<file path="config.mk">
export PLATFORM = sky130hd
export DESIGN_NAME = red_seq_ctrl
export DESIGN_NICKNAME = d
export VERILOG_FILES = /design/src/rtl/red_seq_ctrl.sv
export SDC_FILE = /design/constraint.sdc
export NUM_CORES = 1
export LEC_CHECK = 0
export ABC_AREA = 0
export ABC_CLOCK_PERIOD_IN_PS = 2800
export BUFFER_PORTS_ARGS = -buffer_cell sky130_fd_sc_hd__buf_2
export CORE_MARGIN = 1
export CORE_UTILIZATION = 40
export DETAILED_ROUTE_END_ITERATION = 12
export MAX_ROUTING_LAYER = met4
export PLACE_DENSITY = 0.71
export SYNTH_ARGS = -nofsm -noshare
export SYNTH_HDL_FRONTEND = slang
export SYNTH_SLANG_ARGS = --single-unit
</file>
<file path="constraint.sdc">
create_clock -name clk -period 2.8 [get_ports clk]
set_clock_uncertainty 0.2 [all_clocks]
set_input_delay 0.28 -clock clk [delete_from_list [all_inputs] [get_ports clk]]
set_output_delay 0.28 -clock clk [all_outputs]
set_load 0.005 [all_outputs]
</file>
<file path="src/rtl/red_seq_ctrl.sv">
// red_seq_ctrl: multi-cycle sequencer for the RED nibble-reduction operation.
// Captures two 16-bit operands, sums their eight nibbles LANES pairs per cycle
// through a narrow adder slice, and returns a 16-bit result with a done pulse.
// Build option: define RED_ZEXT_EN to zero-extend the 7-bit sum instead of
// sign-extending it from bit 6.
module red_seq_ctrl #(
    parameter int LANES = 1
) (
    input  logic        clk,
    input  logic        rst,
    input  logic        start,
    input  logic [15:0] SrcData1,
    input  logic [15:0] SrcData2,
    output logic        ready,
    output logic        busy,
    output logic        done,
    output logic [15:0] DesData
);

    // Number of ACC cycles needed to consume all four nibble pairs
    localparam int STEPS = (LANES > 0) ? (4 / LANES) : 1;
    // Operand shift per ACC cycle, in bits
    localparam int SHIFT = 4 * LANES;

    generate
        if (LANES != 1 && LANES != 2 && LANES != 4) begin : g_bad_lanes
            $error("red_seq_ctrl: LANES must be 1, 2 or 4");
        end
    endgenerate

    typedef enum logic [1:0] {
        S_IDLE = 2'd0,
        S_ACC  = 2'd1,
        S_DONE = 2'd2
    } state_e;

    state_e      state_q, state_d;
    logic [15:0] opa_q, opb_q;
    logic [6:0]  acc_q;
    logic [6:0]  acc_d;
    logic [6:0]  lane_sum;
    logic [1:0]  cnt_q;
    logic [15:0] des_q;
    logic [15:0] des_d;
    logic        accept;
    logic        last_step;

    // A request is taken only while the sequencer can accept (IDLE or DONE)
    assign accept    = start && ((state_q == S_IDLE) || (state_q == S_DONE));
    assign last_step = (cnt_q == 2'(STEPS - 1));
    assign DesData   = des_q;

    // State register
    always_ff @(posedge clk or posedge rst) begin
        if (rst) begin
            state_q <= S_IDLE;
        end else begin
            state_q <= state_d;
        end
    end

    // Next-state logic: IDLE -> ACC on start, ACC -> DONE after STEPS cycles,
    // DONE -> ACC on a back-to-back start, else back to IDLE
    always_comb begin
        state_d = state_q;
        case (state_q)
            S_IDLE: begin
                if (start) begin
                    state_d = S_ACC;
                end
            end
            S_ACC: begin
                if (last_step) begin
                    state_d = S_DONE;
                end
            end
            S_DONE: begin
                state_d = start ? S_ACC : S_IDLE;
            end
            default: begin
                state_d = S_IDLE;
            end
        endcase
    end

    // Output decode: handshake outputs depend on state only
    always_comb begin
        ready = 1'b0;
        busy  = 1'b0;
        done  = 1'b0;
        case (state_q)
            S_IDLE: begin
                ready = 1'b1;
            end
            S_ACC: begin
                busy = 1'b1;
            end
            S_DONE: begin
                ready = 1'b1;
                done  = 1'b1;
            end
            default: begin
                ready = 1'b0;
            end
        endcase
    end

    // Adder slice: sum of the lowest LANES unconsumed nibble pairs
    always_comb begin
        lane_sum = '0;
        for (int unsigned j = 0; j < LANES; j++) begin
            lane_sum = lane_sum + 7'(opa_q[4*j +: 4]) + 7'(opb_q[4*j +: 4]);
        end
        acc_d = acc_q + lane_sum;
    end

    // Result formatting of the final accumulator value
    always_comb begin
`ifdef RED_ZEXT_EN
        des_d = {9'b0, acc_d};
`else
        des_d = {{9{acc_d[6]}}, acc_d};
`endif
    end

    // Datapath: operand capture, shifting, accumulation and result register.
    // The result is written on the last ACC edge so it is valid in DONE.
    always_ff @(posedge clk or posedge rst) begin
        if (rst) begin
            opa_q <= '0;
            opb_q <= '0;
            acc_q <= '0;
            cnt_q <= '0;
            des_q <= '0;
        end else if (accept) begin
            opa_q <= SrcData1;
            opb_q <= SrcData2;
            acc_q <= '0;
            cnt_q <= '0;
        end else if (state_q == S_ACC) begin
            opa_q <= opa_q >> SHIFT;
            opb_q <= opb_q >> SHIFT;
            acc_q <= acc_d;
            cnt_q <= cnt_q + 2'd1;
            if (last_step) begin
                des_q <= des_d;
            end
        end
    end

    // Handshake sanity: never ready and busy together; done only when ready
    a_ready_busy_excl : assert property (@(posedge clk) disable iff (rst) !(ready && busy));
    a_done_ready      : assert property (@(posedge clk) disable iff (rst) done |-> ready);

endmodule

</file>
* Word-level counts from Yosys, hierarchy flattened *
Cells that the tools add are included.
W data, S select, Z words.

operators by class
  add/sub/neg operators = 3
  $mul = 0
  divide/modulo/power cells = 0
  order comparisons = 0
  equal/unequal tests = 5
  shift-type cells = 0
  mux-type cells = 15
  bitwise operators = 1
  reductions and logical operators = 7

operator list
  kind                   number
  $mux W16               4
  $mux W7                2
  $mux W2                4
  $add A7 B5 Y7          1
  $pmux W2 S3            1
  $add A4 B4 Y5          1
  $eq A2 B2 Y1 const B   2
  $mux W1                4
  $ne A2 B2 Y1 const B   2
  $reduce_and A3 Y1      1
  $add A2 B1 Y2 const B  1
  $eq A2 B1 Y1 const B   1
  $logic_not A2 Y1       1
  $reduce_and A2 Y1      1
  $reduce_bool A2 Y1     1
  $reduce_or A2 Y1       1
  $logic_and A1 B1 Y1    1
  $logic_or A1 B1 Y1     1
  $not A1 Y1             1

word-level totals
  flip-flop bits (word level) = 50
  bits in latches = 0
  RAM bits = 0
  memory bits (read-only) = 0
  bits of input ports = 35
  output and inout port bits = 19
  word-level logic and storage cells = 37
  memories = 0

* Longest topological paths before layout *
Gate-level depths: netlist (run 1).

  word-level depth = 5
  gate-level depth with buffers = 9
  gate-level depth less buffers = 9

* Least setup slack after synthesis (run 1) *
OpenSTA, ideal clock, no wires.

  path type = register -> register
  start = register opa_q[1]
  end = register des_q[5] (netlist: DesData[5])
  setup time = 0.126 ns
  arrival time = 2.086 ns
  required time = 2.474 ns
  path slack = 0.388 ns
  stages on the path, launching flop included = 8
  path buffers = 0
  period minus slack after synthesis = 2.412 ns
  cell sequence = dfrtp_1 fa_1 ha_1 fa_1 a21o_1 a21oi_1 xor2_1 o21ai_0

between the ends
  word-level cells in the longest chain between the ends = 2

ends and longest elaborated chain
  what                    line  text
  start, declared         38    logic [15:0] opa_q, opb_q;
  start signal, assigned  136   opa_q <= SrcData1;
  start signal, assigned  141   opa_q <= opa_q >> SHIFT;
  $add A4 B4 Y5           112   lane_sum = lane_sum + 7'(opa_q[4*j +: 4]) + 7'(opb_q[4*j +: 4]);
  $add A7 B5 Y7           114   acc_d = acc_q + lane_sum;
  end signal, assigned    146   des_q <= des_d;
  end, declared           43    logic [15:0] des_q;

No other way between the ends.
A chain may end at the register's enable or synchronous reset.

* Worst setup path in the final report (run 1) *
Ends and elaborated chain as after synthesis.

==> qor.yml, run 1 <==
clkTransAtPathRegs_ns: 0.09
avgSynthCellArea_um2: 10.8
clock.fmax_mhz: 386
drtPass1Iterations: 5
min_to: "opb_q[2]$_DFFE_PP0P_"
clk_path_buf_depth: 2
status: "finished, final reports clean"
yosysSeqAreaShare_pct: 52.9
min-delay-path-class: "in -> reg"
wl_mm: 4.98
cts-root-buf: "clkbuf_8"
p_per_area_nw_per_um2: 1200
synth_flop_cell: "dfrtp_1"
dieArea_um2: 6230
dpl_cell_area_um2: 2590
whs_path_depth: 3
async_reset_ff_share_pct: 100
worst_slew_pin_slew_ns: 0.490
multi_input_area_um2: 923
antenna_found_initial: 0
initial_utilization_pct: 42.2
setup_viol: 0
core-area_um2: 5610
yosys-top-cells-count: "nand2_1, dfrtp_1, a22oi_1"
dp_hpwl_mm: 3.10
clock-sinks: 50
grt_max_degree: 40
slew_violations: 0
finalHoldViolCount: 0
fin_crit_sh_pct: 92.5
crit_type: "reg -> reg"
cap_violations: 0
r2r_end: "DesData[5]$_DFFE_PP0P_"
cp.arrival_ns: 2.58
ff2ff_setup_slack_ns: 0.21
ant_nets: 0
vdd.ir_drop.worst_v: 0.000663
synth_cell_types: 34
area_growth_pct: 27.3
grt_overflow: 0
drcViolationCount: 0
grt_pass1_wl_mm: 8.58
cp-end-kind: "flop"
cts_htree_levels: 2
cts_made_buffers: 5
final_cell_area_um2: 3010
period_needed_ns: 2.59
critPathMaxFanout: 2
crit_required_ns: 2.79
cts_resized: 0
routed_via_density: 5.06
syn-num-nets: 264
slew_headroom_pct: 67.3
track_usage_pct: 18.3
first_iter_violations: 80
synth-edff-count: 0
synth_top_area_share_pct: 52.9
diodes: 0
routedWlPerCell_um: 13.8
cts_hold_buf: 28
synth_seq_cells: 50
netlist_area_um2: 2370
fin_nets: 333
grt_busiest_layer: "met2"
final_layout_size_suffix_gt1_share_pct: 24.9
reg2regPathDepth: 7
yosys_warnings: 0
synth.area.top_cells: "dfrtp_1, nand2_1, a22oi_1"
met2_usage_pct: 30.0
hp-start: "SrcData2[2]"
grt_pass1_vias: 1853
die_y_um: 78.9
cts_setup_buffers: 0
use_met3_pct: 3.79
synth_cells: 219
fp-row-count: 27
reg2reg_from: "opa_q[1]$_DFFE_PP0P_"
gp_congestion: 0.797
numPortBuffers: 53
met1_usage_pct: 22.7
seq_area_um2: 1250
post-route-util_pct: 53.7
clock_latency_ns: 0.30
synth_top_cell_by_area: "dfrtp_1"
synth_most_common_cell: "nand2_1"
p_leak_uw: 0.00152
die_x_um: 78.9
critical_path.startpoint_type: "flop"
ios: 54
rsz0062_at_grt: "false"
finalSetupTns_ns: 0
fill_cells: 543
vias: 1827
cts_tree: "yes"
## where the power goes
group	total, uW	internal, uW	switching (uW)	leakage (uW)
clock network	617	381	236	0.0000714
logic	1750	779	971	0.000816
registers	1260	1050	204	0.000631
## critical path: stages (launching register included)
cell,delay [ns]
dfrtp_1,0.43
fa_1,0.50
ha_1,0.25
fa_1,0.42
a21o_1,0.21
a21oi_1,0.22
xor2_1,0.17
o21ai_0,0.09
## flip-flops by register name (all words and copies together) (netlist names)
| register | count |
|---|---|
| state_q | 2 |
| opb_q | 16 |
| cnt_q | 2 |
| DesData | 7 |
| acc_q | 7 |
| opa_q | 16 |
## per-layer routing
| layer | vias up | routed length [um] | part of all wire [%] |
|---|---|---|---|
| met5 | - | 0 | 0 |
| met4 | 0 | 85 | 1.7 |
| met3 | 11 | 258 | 5.2 |
| met2 | 68 | 2440 | 49 |
| met1 | 866 | 2200 | 44 |
| li1 | 882 | - | - |
## worst max-delay path by stage
| stage | endpoint | slack [ns] | from | depth (start not counted) |
|---|---|---|---|---|
| after floorplan | DesData[5]$_DFFE_PP0P_ | 0.39 | opa_q[1]$_DFFE_PP0P_ | 7 |
| after global placement | DesData[5]$_DFFE_PP0P_ | 0.31 | opa_q[1]$_DFFE_PP0P_ | 7 |
| after detailed placement | DesData[5]$_DFFE_PP0P_ | 0.23 | opa_q[1]$_DFFE_PP0P_ | 7 |
| after CTS | DesData[5]$_DFFE_PP0P_ | 0.21 | opa_q[1]$_DFFE_PP0P_ | 7 |
| after global routing | DesData[5]$_DFFE_PP0P_ | 0.07 | opa_q[1]$_DFFE_PP0P_ | 7 |
| final | DesData[5]$_DFFE_PP0P_ | 0.21 | opa_q[1]$_DFFE_PP0P_ | 7 |
## area by class of cell
| type | instances | area share [%] |
|---|---|---|
| Tap cell | 72 | 2.99 |
| Clock buffer | 6 | 2.74 |
| Multi-Input combinational cell | 139 | 30.6 |
| Inverter | 8 | 1.25 |
| Sequential cell | 50 | 41.5 |
| Clock inverter | 2 | 1.99 |
| Timing Repair Buffer | 84 | 18.9 |
## layout by cell type (no fill, tap or decap), types with 6 or more instances in the layout
| cell | instances |
|---|---|
| dlygate4sd3_1 | 28 |
| a22oi_1 | 22 |
| o21ai_0 | 10 |
| nand2_1 | 54 |
| inv_1 | 6 |
| buf_2 | 53 |
| dfrtp_1 | 50 |
| a22o_1 | 11 |
| clkbuf_8 | 6 |
## kinds of logic (layout without fill, tap and decap cells)
family,after synthesis,count (layout),share of synthesized area (%)
adders and majority gates,10,10,6.87
AOI/OAI and AO/OA,56,56,17.7
DFF,50,50,52.9
xor gates and xnor gates,3,3,1.11
muxes,2,2,0.952
and+or+nand+nor,68,68,12.3
buffers and inverters,30,100,8.20
## per-stage QoR
| step | hold slack [ns] | std cells | total power (uW) | setup slack [ns] |
|---|---|---|---|---|
| after global placement | 0.128 | 325 | 2930 | 0.314 |
| after floorplan | 0.208 | 219 | 2680 | 0.388 |
| after CTS | 0.00399 | 361 | 3660 | 0.214 |
| after global routing | 0.0180 | 361 | 3950 | 0.0742 |
| final | 0.00919 | 361 | 3620 | 0.209 |
| after detailed placement | 0.132 | 325 | 3010 | 0.232 |
Note: power is estimated with default switching activity, not from simulation.
==> inputs of run 2 (changes only) <==
--- a/config.mk
+++ b/config.mk
@@ -5,7 +5,7 @@
 export SDC_FILE = /design/constraint.sdc
 export NUM_CORES = 1
 export LEC_CHECK = 0
-export ABC_AREA = 0
+export ABC_AREA = 1
 export ABC_CLOCK_PERIOD_IN_PS = 2800
 export BUFFER_PORTS_ARGS = -buffer_cell sky130_fd_sc_hd__buf_2
 export CORE_MARGIN = 1
==> run 2 against run 1 <==
Net effect:
- flip-flop and latch count unchanged
- first-iteration DRC count is 33% lower
- register-to-register slack gained 0.13 ns
- die area rose by 5.0%
- sequential share of layout area fell by 1.1 points
- combinational power grew 7%
- count of clock-buffer cells in the layout unchanged
- final cell count rose by 11%
- maximum frequency is 5.4% higher
- worst hold slack got worse by 0.0051 ns
- sequential power shrank 4%
- clock power decreased by 29%
- critical path type unchanged
- critical endpoint unchanged
==> qor.yml, run 2 <==
critPathMaxStageDelay_ns: 0.49
synth_top_cell_by_area: "dfrtp_1"
crit_type: "reg -> reg"
cp-end-kind: "flop"
fp-row-count: 28
clock-sinks: 50
cp-startpoint: "opa_q[1]$_DFFE_PP0P_"
fin_cells: 399
critical_path.startpoint_type: "flop"
final_layout_size_suffix_gt1_share_pct: 28.4
cts-root-buf: "clkbuf_8"
slew_headroom_pct: 70.0
grt_pass1_vias: 1919
dp.cells: 365
drtPass1Iterations: 4
clock_latency_ns: 0.30
wl_mm: 4.91
slew_violations: 0
die_y_um: 80.9
hp-start: "SrcData2[6]"
synth_flop_cell: "dfrtp_1"
clkTransAtPathRegs_ns: 0.09
ios: 54
ant_nets: 0
yosysSeqAreaShare_pct: 50.3
cap_violations: 0
clock.fmax_mhz: 407
synth_cell_types: 29
track_usage_pct: 17.6
async_reset_ff_share_pct: 100
synth-edff-count: 0
grt_overflow: 0
numPortBuffers: 53
path_cells: "fa_1 > ha_1 > fa_1 > nand3_1 > nand2_1 > or2_2 > nand3_1 > nand2_1"
netlist_area_um2: 2490
grt_pass1_wl_mm: 8.54
routedWlPerCell_um: 12.3
p_leak_uw: 0.00155
die_x_um: 80.9
clk_path_buf_depth: 2
finalSetupTns_ns: 0
routed_via_density: 4.80
synth_most_common_cell: "nand2_1"
avgSynthCellArea_um2: 9.88
dieArea_um2: 6540
cp_top_family: "adder cells"
vias: 1915
cts_setup_buffers: 0
yosys_warnings: 0
min-delay-path-class: "in -> reg"
slowest_stage: "fa_1"
p_per_area_nw_per_um2: 1140
gp_congestion: 0.816
fin_nets: 368
synth.area.top_cells: "dfrtp_1, nand2_1, o221ai_2"
cts_htree_levels: 2
core-area_um2: 5960
syn-num-nets: 297
critPathMaxFanout: 2
rsz0062_at_grt: "false"
antenna_found_initial: 0
cts_resized: 0
setup_viol: 0
drcViolationCount: 0
fin_crit_sh_pct: 87.8
worst_slew_pin_slew_ns: 0.450
grt_max_degree: 33
synth_cells: 252
final_common_cell: "nand2_1"
period_needed_ns: 2.46
area_growth_pct: 24.3
synth_seq_cells: 50
finalHoldViolCount: 0
reg_top3: "opa_q (16), opb_q (16)"
mostFrequentLayoutCells: "nand2_1, buf_2, dfrtp_1"
status: "finished, final reports clean"
cts_tree: "yes"
reg2reg_from: "opa_q[1]$_DFFE_PP0P_"
cts_hold_buf: 26
initial_utilization_pct: 41.8
crit_required_ns: 2.80
dp_hpwl_mm: 3.36
vdd.ir_drop.worst_v: 0.000729
first_iter_violations: 54
cts_made_buffers: 5
synth_top_area_share_pct: 50.3
cp.arrival_ns: 2.46
yosys-top-cells-count: "nand2_1, dfrtp_1, inv_1"
diodes: 0
crit_buf_inv: 0
[run 2: cell types whose count changed after synthesis, sizes merged, moves of 3 or more]
cell / change
a22oi: -22
inv: +34
nand3: +10
o21ai: +6
o221ai: +18
nand2: +14
o211ai: +4
buf: -3
a22o: -10
[run 2: worst register-to-register path, stage by stage (launching register included)]
cell	delay, ns
dfrtp_1	0.41
fa_1	0.49
ha_1	0.25
fa_1	0.42
nand3_1	0.11
nand2_1	0.06
or2_2	0.28
nand3_1	0.08
nand2_1	0.05
[run 2: cells by family after synthesis]
group	count (synthesis)	share of synthesized area (%)
and+or+nand+nor	84	14.1
adders and majority gates	10	6.54
xor gates and xnor gates	1	0.352
AOI/OAI and AO/OA	45	16.4
DFF	50	50.3
buffers and inverters	62	12.3
[run 2: power breakdown]
group | internal [uW] | switching [uW]
registers | 1050 | 153
logic | 755 | 1130
clock network | 199 | 241
total | 2010 | 1520
[run 2: layout make-up]
class                      count  area [um2]
clock buffer                   6        82.6
clock inverter                 2        12.5
fill                         555        2860
inverter                      42         160
multi-input combinational    140         931
sequential                    50        1250
tap                           75        93.8
timing repair buffer          84         563
[run 2: final timing paths]
kind | depth (start not counted) | endpoint | slack [ns]
max in group asynchronous | 4 | opb_q[0]$_DFFE_PP0P_ | 1.63
hold / removal | 3 | opb_q[6]$_DFFE_PP0P_ | 0.004
hold reg to reg | 1 | cnt_q[0]$_DFFE_PP0P_ | 0.28
min in group asynchronous | 3 | opa_q[3]$_DFFE_PP0P_ | 0.20
setup reg to reg | 8 | DesData[5]$_DFFE_PP0P_ | 0.34
setup / recovery | 8 | DesData[5]$_DFFE_PP0P_ | 0.34
[run 2: layer usage]
layer	vias up	GRT usage [%]	share of wire (%)	wire (um)
met5	-	-	0	0
met4	0	5.89	1.5	73
met3	5	3.15	4.1	200
met2	49	29.5	49	2390
met1	911	21.4	46	2250
li1	950	-	-	-
[run 2: through the flow]
| step | worst slack, ns | util (%) | hold slack, ns | instance area (um2) | power [uW] |
|---|---|---|---|---|---|
| after floorplan | 0.488 | - | 0.201 | 2490 | 2740 |
| after global placement | 0.440 | 46.0 | -0.0153 | 2740 | 3010 |
| after detailed placement | 0.368 | 46.0 | -0.0126 | 2740 | 3090 |
| after CTS | 0.357 | 52.0 | 0.000782 | 3090 | 3570 |
| after global routing | 0.217 | 52.0 | 0.0134 | 3090 | 3870 |
| final | 0.342 | 52.0 | 0.00411 | 3090 | 3530 |
